[config.mk]
export PLATFORM = sky130hd
export DESIGN_NAME = rv32_branch_ctrl
export DESIGN_NICKNAME = d
export VERILOG_FILES = /design/src/rtl/rv32_branch_ctrl_pkg.sv /design/src/rtl/rv32_branch_ctrl_bht.sv /design/src/rtl/rv32_branch_ctrl.sv
export SDC_FILE = /design/constraint.sdc
export NUM_CORES = 1
export LEC_CHECK = 0
export BUFFER_PORTS_ARGS = -buffer_cell sky130_fd_sc_hd__buf_4
export CORE_UTILIZATION = 45
export DETAILED_ROUTE_END_ITERATION = 10
export PLACE_DENSITY = 0.75
export RECOVER_POWER = 100
export SYNTH_ARGS = -nofsm -noshare
export SYNTH_HDL_FRONTEND = slang
export SYNTH_SLANG_ARGS = --single-unit
[constraint.sdc]
create_clock -name clk -period 2.19 [get_ports clk]
set_clock_uncertainty 0.05 [all_clocks]
set_input_delay 0.3285 -clock clk [delete_from_list [all_inputs] [get_ports clk]]
set_output_delay 0.3285 -clock clk [all_outputs]
set_load 0.01 [all_outputs]
[src/rtl/rv32_branch_ctrl_pkg.sv]
// Shared core types for the rv32 branch resolution path.
package rv32_branch_ctrl_pkg;

    typedef logic [31:0] rv32_word;

    typedef enum logic [2:0] {
        OP_BEQ  = 3'd0,
        OP_BNE  = 3'd1,
        OP_BLT  = 3'd2,
        OP_BGE  = 3'd3,
        OP_BLTU = 3'd4,
        OP_BGEU = 3'd5,
        OP_J    = 3'd6
    } branch_op_t;

    typedef enum logic [1:0] {
        IDLE     = 2'd0,
        REDIRECT = 2'd1,
        DRAIN    = 2'd2
    } bctrl_state_t;

    localparam logic [1:0] BHT_INIT = 2'b01;
    localparam rv32_word   PC_STEP  = 32'd4;

    // 2-bit saturating counter step
    function automatic logic [1:0] sat_update(input logic [1:0] ctr, input logic taken);
        if (taken)
            return (ctr == 2'b11) ? ctr : ctr + 2'b01;
        else
            return (ctr == 2'b00) ? ctr : ctr - 2'b01;
    endfunction

endpackage

[src/rtl/rv32_branch_ctrl_bht.sv]
// Branch history table: 2-bit saturating counters, combinational read,
// read-before-write on a same-cycle update of the queried entry.
module rv32_bht
    import rv32_branch_ctrl_pkg::*;
#(
    parameter int unsigned ENTRIES = 64,
    parameter int unsigned IDX_W   = $clog2(ENTRIES)
) (
    input  logic             clk,
    input  logic             rstn,
    input  logic [IDX_W-1:0] rd_idx,
    output logic             rd_taken,
    input  logic             upd_en,
    input  logic [IDX_W-1:0] upd_idx,
    input  logic             upd_taken
);

    logic [1:0] ctr_q [ENTRIES];

    always_ff @(posedge clk or negedge rstn) begin
        if (!rstn) begin
            for (int unsigned i = 0; i < ENTRIES; i++)
                ctr_q[i] <= BHT_INIT;
        end else if (upd_en) begin
            ctr_q[upd_idx] <= sat_update(ctr_q[upd_idx], upd_taken);
        end
    end

    assign rd_taken = ctr_q[rd_idx][1];

endmodule

[src/rtl/rv32_branch_ctrl.sv]
// Branch resolution controller: mispredict redirect/flush sequencing plus counters.
// Define RV_BRANCH_PRED_EN to include the BHT direction predictor; otherwise static not-taken.
module rv32_branch_ctrl
    import rv32_branch_ctrl_pkg::*;
#(
    parameter int unsigned BHT_ENTRIES  = 64,
    parameter int unsigned FLUSH_CYCLES = 2
) (
    input  logic       clk,
    input  logic       rstn,
    input  logic       ex_valid,
    input  rv32_word   ex_pc,
    input  branch_op_t ex_branch_op,
    input  logic       ex_taken,
    input  rv32_word   ex_target,
    input  logic       ex_pred_taken,
    input  rv32_word   pred_pc,
    output logic       pred_taken,
    output logic       redirect_valid,
    output rv32_word   redirect_pc,
    input  logic       redirect_ready,
    output logic       flush_o,
    output rv32_word   br_count,
    output rv32_word   mispred_count
);

    localparam int unsigned IDX_W = $clog2(BHT_ENTRIES);
    localparam int unsigned CNT_W = $clog2(FLUSH_CYCLES + 1);

    bctrl_state_t     state_q;
    logic [CNT_W-1:0] cnt_q;
    logic             resolve;
    logic             taken_eff;
    logic             mispredict;
    rv32_word         correct_pc;

    always_comb begin
        resolve    = ex_valid && (state_q == IDLE);
        taken_eff  = ex_taken || (ex_branch_op == OP_J);
        mispredict = resolve && (taken_eff != ex_pred_taken);
        correct_pc = taken_eff ? ex_target : ex_pc + PC_STEP;
    end

    // DRAIN holds for FLUSH_CYCLES-1 cycles after the handshake cycle
    always_ff @(posedge clk or negedge rstn) begin
        if (!rstn) begin
            state_q     <= IDLE;
            cnt_q       <= '0;
            redirect_pc <= '0;
        end else begin
            case (state_q)
                IDLE: begin
                    if (mispredict) begin
                        state_q     <= REDIRECT;
                        redirect_pc <= correct_pc;
                    end
                end
                REDIRECT: begin
                    if (redirect_ready) begin
                        if (FLUSH_CYCLES == 1) begin
                            state_q <= IDLE;
                        end else begin
                            state_q <= DRAIN;
                            cnt_q   <= CNT_W'(FLUSH_CYCLES - 1);
                        end
                    end
                end
                DRAIN: begin
                    cnt_q <= cnt_q - CNT_W'(1);
                    if (cnt_q == CNT_W'(1))
                        state_q <= IDLE;
                end
                default: state_q <= IDLE;
            endcase
        end
    end

    assign redirect_valid = (state_q == REDIRECT);
    assign flush_o        = (state_q != IDLE);

    always_ff @(posedge clk or negedge rstn) begin
        if (!rstn) begin
            br_count      <= '0;
            mispred_count <= '0;
        end else begin
            if (resolve)
                br_count <= br_count + 32'd1;
            if (mispredict)
                mispred_count <= mispred_count + 32'd1;
        end
    end

`ifdef RV_BRANCH_PRED_EN
    logic bht_upd;
    logic unused_pc_bits;

    assign bht_upd        = resolve && (ex_branch_op != OP_J);
    assign unused_pc_bits = ^{pred_pc[31:IDX_W+2], pred_pc[1:0]};

    rv32_bht #(
        .ENTRIES (BHT_ENTRIES),
        .IDX_W   (IDX_W)
    ) u_bht (
        .clk       (clk),
        .rstn      (rstn),
        .rd_idx    (pred_pc[IDX_W+1:2]),
        .rd_taken  (pred_taken),
        .upd_en    (bht_upd),
        .upd_idx   (ex_pc[IDX_W+1:2]),
        .upd_taken (taken_eff)
    );
`else
    logic unused_pred_pc;

    assign unused_pred_pc = ^pred_pc;
    assign pred_taken     = 1'b0;
`endif

endmodule
==> results.sh, run 1 <==
export IMPL_io_pins=204
export IMPL_drc_errors=0
export IMPL_finalMaxSlewViolations=0
export IMPL_die_area_sq_mm=0.0122
export IMPL_switching_share_pct=35.2
export IMPL_diodes=0
export IMPL_worstMarginPinSlew_ns=1.15
export IMPL_hold_path_class="in2reg"
export IMPL_cpMostUsedCell="or3_1"
export IMPL_cts_tree="done"
export IMPL_muxShareOfSynthArea_pct=0.568
export IMPL_synth_top_cell_area_share_pct=47.4
export IMPL_powerDensity_mw_per_mm2=893
export IMPL_hold_worst_slack_ns=0.152
export IMPL_fp_dieH_um=110
export IMPL_period_share_pct=92.3
export IMPL_syn_inst=545
export IMPL_core_area_sq_mm=0.0114
export IMPL_cp_max_fo=8
export IMPL_dp_cells=858
export IMPL_finalSetupViolCount=0
export IMPL_internal_power_w=0.00386
export IMPL_hold_violations=0
export IMPL_yosys_area_top_type="dfrtp_1"
export IMPL_yosys_top_cells_area="dfrtp_1, xnor2_1, xor2_1"
export IMPL_yosys_area_share_simple_pct=24.5
export IMPL_multi_input_area_sq_mm=0.00261
export IMPL_start_util_pct=46.3
export IMPL_nNetsFinal=836
export IMPL_grt_ovfl_total=0
export IMPL_netlist_cell_type_count=47
export IMPL_cts_sinks=100
export IMPL_peakVddDrop_v=0.000514
export IMPL_fin_crit_ns=2.02
export IMPL_synth_seq_cells=100
export IMPL_nFillCells=1080
export IMPL_seq_area_frac_synth_pct=47.4
export IMPL_maxSlewHeadroom_pct=23.6
export IMPL_finalSetupTns_ns=0
export IMPL_synthAdderAreaFrac_pct=0.947
export IMPL_drive_above_1_share_pct=15.2
export IMPL_grt_pass1_vias=4574
export IMPL_end_kind="flop"
export IMPL_gp_congestion=0.838
export IMPL_synth_edff_count=0
export IMPL_cpMaxStageDelayCell="or3_1"
export IMPL_synth_async_reset_ratio_pct=100
export IMPL_cts_htree_levels=3
export IMPL_numCtsBuffers=9
export IMPL_yosys_warnings=0
export IMPL_antenna_found_initial=0
export IMPL_layout_cells_non_filler=875
export IMPL_start_kind="flop"
export IMPL_cts_clk_slew_worst_paths_ns=0.07
export IMPL_max_freq_mhz=495
export IMPL_synth_top_family_by_area="simple AND/OR/NAND/NOR gates"
export IMPL_io_buffers=170
export IMPL_grt_setup_unrepaired="no"
export IMPL_cts_buffer_depth=2
export IMPL_switching_power_w=0.00210
export IMPL_grt_pass1_wl_mm=21.9
export IMPL_synth_compound_area_share_pct=9.07
export IMPL_synth_most_common_cell="dfrtp_1"
export IMPL_final_seq_area_sq_mm=0.00250
export IMPL_cap_violations=0
export IMPL_synth_common_cells="dfrtp_1, nand2_1, xnor2_1"
export IMPL_hpwl_mm=10.5
export IMPL_worst_path_buf_inv=0
export IMPL_arrival_ns=2.24
export IMPL_antenna_left=0
export IMPL_rows=39
export IMPL_avgSynthCellArea_sq_um=9.69
export IMPL_syn_num_nets=654
export IMPL_p_total_w=0.00596
export IMPL_viasPerCell=5.47
export IMPL_grt_usage_pct=23.6
export IMPL_outcome="completed"
export IMPL_synthFlopType="dfrtp_1"
export IMPL_power_frac_comb_pct=28.3
export IMPL_fin_util_pct=58.5
export IMPL_worstPathRequired_ns=2.41
export IMPL_cpLargestDelayFamily="simple AND/OR/NAND/NOR gates"
export IMPL_critical_path_max_stage_delay_ns=0.51
export IMPL_critPathKind="reg2reg"
export IMPL_synth_area_sq_mm=0.00528
export IMPL_drt_total_wl_mm=13.9
export IMPL_crit_chain="nand2_1, or3_1, or3_1, nor3_1, xor2_1"
export IMPL_power_frac_clock_pct=26.3
export IMPL_root_buffer="clkbuf_16"
export IMPL_die_w_um=110
export IMPL_grt_start_max_net_pins=57
export IMPL_insertion_delay_ns=0.34
export IMPL_synth_xor_area_share_pct=14.8
export IMPL_drtIter0Drc=231
export IMPL_p_leak_nw=2.92
export IMPL_vias=4786
export IMPL_wl_per_cell_um=15.9
export IMPL_drtPass1Iterations=5
export IMPL_pwr_share_seq_pct=45.4
export IMPL_area_growth_pct=26.4
## registers in the layout (all words and copies together) (netlist names)
register	flops
br_count	32
mispred_count	32
redirect_pc	32
cnt_q	2
state_q	2
## stage by stage
| stage | area (sq um) | setup slack, ns |
|---|---|---|
| CTS | 7120 | 0.131 |
| floorplan | 5280 | 0.294 |
| detailed placement | 6820 | 0.0904 |
| global placement | 6820 | 0.137 |
| global route | 6680 | 0.0227 |
| finish | 6680 | 0.169 |
## metal layers
metal	global-route usage, %	vias up	wire (um)
met5	0	-	0
met1	28.3	2302	5540
met2	39.2	176	6930
met4	9.59	0	259
met3	7.17	22	1170
li1	-	2286	-
## placed cells by master (no fill, tap or decap), drive strengths merged, types with 3 or more instances in the layout
cell,count
nand3,32
and4,8
nor2,48
or3,4
nor4,11
nand4,30
nor3b,3
a22oi,10
or2,3
a21oi,14
and3,8
o21ai,24
a22o,9
xnor2,49
ha,4
inv,15
buf,83
xor2,40
dfrtp,100
nand2,65
nor3,21
o22ai,3
clkbuf,119
mux2i,3
o31ai,9
## power by group through the flow
| stage | clock, W | sequential [W] | combinational [W] |
|---|---|---|---|
| final | 0.00157 | 0.00270 | 0.00169 |
| after global routing | 0.00166 | 0.00277 | 0.00190 |
| after CTS | 0.00160 | 0.00271 | 0.00207 |
| after detailed placement | 0 | 0.00274 | 0.00207 |
| after global placement | 0 | 0.00271 | 0.00202 |
| after floorplan | 0 | 0.00286 | 0.000809 |
## worst paths after layout
kind	start	endpoint	slack [ns]	cells past startpoint
min reg2reg	mispred_count[31]	mispred_count[31]	0.42	1
max reg2reg	mispred_count[5]	mispred_count[18]	0.17	5
max in group asynchronous	rstn	redirect_pc[16]	0.33	3
max	mispred_count[5]	mispred_count[18]	0.17	5
min	redirect_ready	cnt_q[1]	0.15	2
min in group asynchronous	rstn	br_count[1]	0.69	2
## final cells by class
class                   instances  area share (%)
multi-input cells             411            39.0
flip-flops and latches        100            37.5
repair buffers                190            15.6
clock buffers                  13            4.05
well taps                     143            2.68
inverters                      15           0.843
clock inverters                 3           0.300
## cells by family (layout without fill, tap and decap cells)
group / count (synthesis) / count (layout)
compound gates: 74 / 74
xor+xnor: 89 / 89
fa+ha+maj: 4 / 4
buf+inv: 34 / 221
flops: 100 / 100
mux: 3 / 3
other cells: 1 / 1
simple gates: 240 / 240
## what timing repair did
item,4_1_cts,5_1_grt
hold endpoints to repair,19,0
setup buffers,0,0
hold buffers,1,0
endpoints found under the setup margin,0,3
gates resized for setup,0,2
## worst register-to-register path: cells and delay by family (launching register included)
kind             cells  cell delay [ns]
XOR/XNOR             1             0.17
flip-flops           1             0.40
AND/OR/NAND/NOR      4             1.31
(Power assumes the default switching activity.)
==> run 2: changes to the inputs <==
--- a/config.mk
+++ b/config.mk
@@ -6,9 +6,9 @@
 export NUM_CORES = 1
 export LEC_CHECK = 0
 export BUFFER_PORTS_ARGS = -buffer_cell sky130_fd_sc_hd__buf_4
-export CORE_UTILIZATION = 45
+export CORE_UTILIZATION = 25
+export CTS_CLUSTER_SIZE = 16
 export DETAILED_ROUTE_END_ITERATION = 10
-export PLACE_DENSITY = 0.75
 export RECOVER_POWER = 100
 export SYNTH_ARGS = -nofsm -noshare
 export SYNTH_HDL_FRONTEND = slang
==> results.sh, run 2 (same netlist as run 1, synthesis figures left out) <==
export IMPL_cts_tree="done"
export IMPL_arrival_ns=2.21
export IMPL_grt_pass1_vias=4517
export IMPL_min_to="cnt_q[1]"
export IMPL_end_kind="flop"
export IMPL_gp_congestion=0.854
export IMPL_crit_chain="or3b_2, nor4_4, clkbuf_1, nand4_1, xnor2_1"
export IMPL_rows=52
export IMPL_die_w_um=147
export IMPL_drive_above_1_share_pct=17.3
export IMPL_top_regs="br_count x32, mispred_count x32, redirect_pc x32"
export IMPL_grt_setup_unrepaired="no"
export IMPL_pwr_share_seq_pct=43.4
export IMPL_nNetsFinal=848
export IMPL_layout_cells_non_filler=1014
export IMPL_power_frac_clock_pct=27.3
export IMPL_grt_usage_pct=14.1
export IMPL_die_area_sq_mm=0.0217
export IMPL_nFillCells=2217
export IMPL_viasPerCell=4.56
export IMPL_internal_power_w=0.00397
export IMPL_critPathKind="reg2reg"
export IMPL_area_growth_pct=32.0
export IMPL_reg2reg_from="state_q[1]"
export IMPL_worstPathRequired_ns=2.37
export IMPL_fin_util_pct=34.0
export IMPL_hold_path_class="in2reg"
export IMPL_root_buffer="clkbuf_16"
export IMPL_fp_dieH_um=147
export IMPL_grt_pass1_wl_mm=24.1
export IMPL_power_frac_comb_pct=29.3
export IMPL_wl_per_cell_um=15.0
export IMPL_r2r_slack_ns=0.16
export IMPL_worstRegToRegCells=5
export IMPL_drc_errors=0
export IMPL_cts_clk_slew_worst_paths_ns=0.07
export IMPL_cts_sinks=100
export IMPL_cts_repair_resized=0
export IMPL_finalMaxSlewViolations=0
export IMPL_drtIter0Drc=248
export IMPL_min_from="redirect_ready"
export IMPL_reg2reg_to="br_count[14]"
export IMPL_final_seq_area_sq_mm=0.00250
export IMPL_hold_violations=0
export IMPL_hpwl_mm=11.8
export IMPL_insertion_delay_ns=0.35
export IMPL_period_share_pct=92.7
export IMPL_finalSetupTns_ns=0
export IMPL_drt_total_wl_mm=15.2
export IMPL_start_util_pct=25.8
export IMPL_cts_buffer_depth=2
export IMPL_cap_violations=0
export IMPL_fin_crit_ns=2.03
export IMPL_multi_input_area_sq_mm=0.00263
export IMPL_critical_path_max_stage_delay_ns=0.58
export IMPL_dp_cells=997
export IMPL_diodes=0
export IMPL_io_buffers=170
export IMPL_final_cell_mix="clkbuf_1, dfrtp_1, buf_4"
export IMPL_whs_path_depth=2
export IMPL_powerDensity_mw_per_mm2=888
export IMPL_p_leak_nw=2.99
export IMPL_final_common_cell="clkbuf_1"
export IMPL_worstMarginPinSlew_ns=0.810
export IMPL_io_pins=204
export IMPL_core_area_sq_mm=0.0205
export IMPL_grt_ovfl_total=0
export IMPL_grt_start_max_net_pins=41
export IMPL_peakVddDrop_v=0.000285
export IMPL_antenna_left=0
export IMPL_start_kind="flop"
export IMPL_outcome="completed"
export IMPL_antenna_found_initial=0
export IMPL_switching_power_w=0.00222
export IMPL_max_freq_mhz=492
export IMPL_numCtsBuffers=9
export IMPL_drtPass1Iterations=4
export IMPL_vias=4621
export IMPL_cp_max_fo=4
export IMPL_cpMaxStageDelayCell="or3b_2"
export IMPL_cts_htree_levels=3
export IMPL_p_total_w=0.00620
export IMPL_maxSlewHeadroom_pct=46.0
export IMPL_switching_share_pct=35.9
export IMPL_finalSetupViolCount=0
-- run 2: routing by layer --
metal	part of all wire, %	global-route usage (%)	routed length [um]	up-vias
met5	0	0	0	-
met4	1.3	4.59	203	0
met3	5.9	3.26	892	14
met2	46	22.8	6960	136
met1	47	18.7	7110	2163
li1	-	-	-	2308
-- run 2: worst max-delay path by stage --
stage,startpoint,to
after floorplan,state_q[1],br_count[19]
after global placement,ex_taken,redirect_pc[27]
after detailed placement,ex_taken,redirect_pc[26]
after CTS,state_q[1],redirect_pc[26]
after global routing,state_q[1],mispred_count[24]
final,state_q[1],br_count[14]
-- run 2: area by class of cell --
cell class,instances,share of cell area [%]
Inverter,15,0.807
Multi-Input combinational cell,411,37.7
Sequential cell,100,35.9
Tap cell,270,4.84
Clock buffer,10,3.43
Timing Repair Buffer,202,16.3
Clock inverter,6,1.00
-- run 2: critical path: cells and delay by family (launching register included) --
| kind | cells | cell delay [ns] |
|---|---|---|
| flip-flops | 1 | 0.42 |
| buffers and inverters | 1 | 0.22 |
| AND/OR/NAND/NOR | 3 | 1.08 |
| XOR/XNOR | 1 | 0.14 |
-- run 2: timing repair --
action	in CTS	in global routing
buffers inserted	0	0
endpoints found under the hold margin	30	0
hold buffers	1	0
-- run 2: through the flow --
step	setup slack [ns]	cell area, sq um	hold WS, ns
6_report	0.159	6970	0.150
5_1_grt	0.0239	6970	0.143
4_1_cts	0.0950	7410	0.132
3_5_place_dp	0.0525	7090	0.256
3_3_place_gp	0.118	7090	0.258
2_1_floorplan	0.294	5280	-0.0171
-- run 2: power groups by stage --
stage	combinational (W)	clock [W]	sequential (W)
after global routing	0.00204	0.00182	0.00277
final	0.00181	0.00169	0.00269
after global placement	0.00219	0	0.00272
after floorplan	0.000809	0	0.00286
after detailed placement	0.00222	0	0.00272
after CTS	0.00222	0.00176	0.00270
==> run 3: changes to the inputs <==
--- a/config.mk
+++ b/config.mk
@@ -7,6 +7,7 @@
 export LEC_CHECK = 0
 export BUFFER_PORTS_ARGS = -buffer_cell sky130_fd_sc_hd__buf_4
 export CORE_UTILIZATION = 25
+export CTS_BUF_LIST = sky130_fd_sc_hd__clkbuf_8
 export CTS_CLUSTER_SIZE = 16
 export DETAILED_ROUTE_END_ITERATION = 10
 export RECOVER_POWER = 100
==> results.sh, run 3 (same netlist as run 1, synthesis figures left out) <==
export IMPL_area_growth_pct=30.2
export IMPL_drt_total_wl_mm=15.1
export IMPL_grt_use_met2_pct=22.7
export IMPL_drc_errors=0
export IMPL_end_kind="flop"
export IMPL_hold_worst_slack_ns=0.116
export IMPL_finalMaxSlewViolations=0
export IMPL_drtIter0Drc=244
export IMPL_switching_share_pct=37.6
export IMPL_start_util_pct=25.8
export IMPL_grt_ovfl_total=0
export IMPL_diodes=0
export IMPL_powerDensity_mw_per_mm2=842
export IMPL_drtPass1Iterations=5
export IMPL_start_kind="flop"
export IMPL_drive_above_1_share_pct=17.3
export IMPL_final_seq_area_sq_mm=0.00250
export IMPL_pwr_share_seq_pct=46.4
export IMPL_cts_sinks=100
export IMPL_viasPerCell=4.56
export IMPL_cts_setup_buffers=0
export IMPL_grt_busiest_layer="met2"
export IMPL_power_frac_clock_pct=22.3
export IMPL_switching_power_w=0.00218
export IMPL_finalSetupViolCount=0
export IMPL_root_buffer="clkbuf_8"
export IMPL_grt_usage_pct=14.1
export IMPL_cts_clk_slew_worst_paths_ns=0.10
export IMPL_dp_cells=997
export IMPL_fin_crit_ns=2.03
export IMPL_nFillCells=2222
export IMPL_io_pins=204
export IMPL_antenna_left=0
export IMPL_fin_util_pct=33.5
export IMPL_cap_violations=0
export IMPL_hold_violations=0
export IMPL_worstMarginPinSlew_ns=0.814
export IMPL_cp_max_fo=4
export IMPL_multi_input_area_sq_mm=0.00263
export IMPL_insertion_delay_ns=0.38
export IMPL_io_buffers=170
export IMPL_endpoint="br_count[26]"
export IMPL_max_freq_mhz=492
export IMPL_peakVddDrop_v=0.000284
export IMPL_critPathKind="reg2reg"
export IMPL_nNetsFinal=848
export IMPL_cts_htree_levels=3
export IMPL_cts_buffer_depth=2
export IMPL_r2r_slack_ns=0.16
export IMPL_die_w_um=147
export IMPL_power_frac_comb_pct=31.3
export IMPL_antenna_found_initial=0
export IMPL_grt_pass1_vias=4501
export IMPL_top_regs="br_count x32, mispred_count x32, redirect_pc x32"
export IMPL_p_leak_nw=2.94
export IMPL_worstRegToRegCells=5
export IMPL_fp_dieH_um=147
export IMPL_final_cell_mix="clkbuf_1, dfrtp_1, buf_4"
export IMPL_internal_power_w=0.00361
export IMPL_grt_pass1_wl_mm=24.0
export IMPL_reg2reg_from="state_q[1]"
export IMPL_die_area_sq_mm=0.0217
export IMPL_grt_start_max_net_pins=41
export IMPL_hpwl_mm=11.8
export IMPL_period_share_pct=92.8
export IMPL_use_met3_pct=3.23
export IMPL_maxSlewHeadroom_pct=45.7
export IMPL_gp_congestion=0.854
export IMPL_arrival_ns=2.28
export IMPL_worstPathRequired_ns=2.44
export IMPL_cts_repair_resized=0
export IMPL_final_common_cell="clkbuf_1"
export IMPL_critPathLaunch="state_q[1]"
export IMPL_cts_tree="done"
export IMPL_hold_path_class="in2reg"
export IMPL_layout_cells_non_filler=1014
export IMPL_vias=4626
export IMPL_rows=52
export IMPL_grtUsageMet1_pct=18.6
export IMPL_reg2reg_to="br_count[26]"
export IMPL_grt_setup_unrepaired="no"
export IMPL_core_area_sq_mm=0.0205
export IMPL_finalSetupTns_ns=0
export IMPL_outcome="completed"
export IMPL_wl_per_cell_um=14.9
export IMPL_numCtsBuffers=9
run 3: cell count changes in the layout (fill, tap and decap cells not counted):
cell,delta
clkbuf_8,+9
buf_4,+1
clkbuf_16,-9
clkbuf_2,-1
run 3: through the flow:
stage          cell area, sq um  power (W)  setup slack (ns)
6_report                   6880    0.00579             0.157
4_1_cts                    7310    0.00627            0.0961
3_3_place_gp               7090    0.00491             0.118
2_1_floorplan              5280    0.00367             0.294
3_5_place_dp               7090    0.00494            0.0525
5_1_grt                    6880    0.00621            0.0290
run 3: power groups by stage:
stage | sequential [W] | clock (W) | combinational [W]
after detailed placement | 0.00272 | 0 | 0.00222
after CTS | 0.00270 | 0.00136 | 0.00222
final | 0.00269 | 0.00129 | 0.00181
after floorplan | 0.00286 | 0 | 0.000809
after global placement | 0.00272 | 0 | 0.00219
after global routing | 0.00276 | 0.00141 | 0.00204
run 3: final cells by class:
type                       instances  share of cell area [%]
clock buffer                      10                    2.00
tap                              270                    4.91
timing repair buffer             202                    16.6
multi-input combinational        411                    38.2
clock inverter                     6                    1.02
inverter                          15                   0.819
sequential                       100                    36.4
run 3: per-layer routing:
layer	part of all wire (%)	up-vias	wire length, um
met3	6.3	13	957
met1	46	2164	7010
met5	0	-	0
met2	46	145	6970
li1	-	2304	-
met4	1.2	0	184
run 3: timing repair:
item | 4_1_cts | 5_1_grt
setup endpoints to repair | 0 | 0
hold buffers | 1 | 0
hold endpoints to repair | 30 | 0
run 3: worst min path at each step:
| stage | slack, ns | end | startpoint | depth (start not counted) |
|---|---|---|---|---|
| 2_1_floorplan | -0.02 | br_count[0] | rstn | 0 |
| 3_3_place_gp | 0.26 | br_count[20] | rstn | 1 |
| 3_5_place_dp | 0.26 | br_count[20] | rstn | 1 |
| 4_1_cts | 0.08 | cnt_q[1] | redirect_ready | 2 |
| 5_1_grt | 0.10 | cnt_q[1] | redirect_ready | 2 |
| 6_report | 0.12 | cnt_q[1] | redirect_ready | 2 |
run 3: worst max-delay path, cell delays in order (launching register included):
cell and delay [ns]:
dfrtp_1 0.43, or3b_2 0.59, nor4_4 0.36, nand4_1 0.22, nor2_1 0.16, xor2_1 0.16
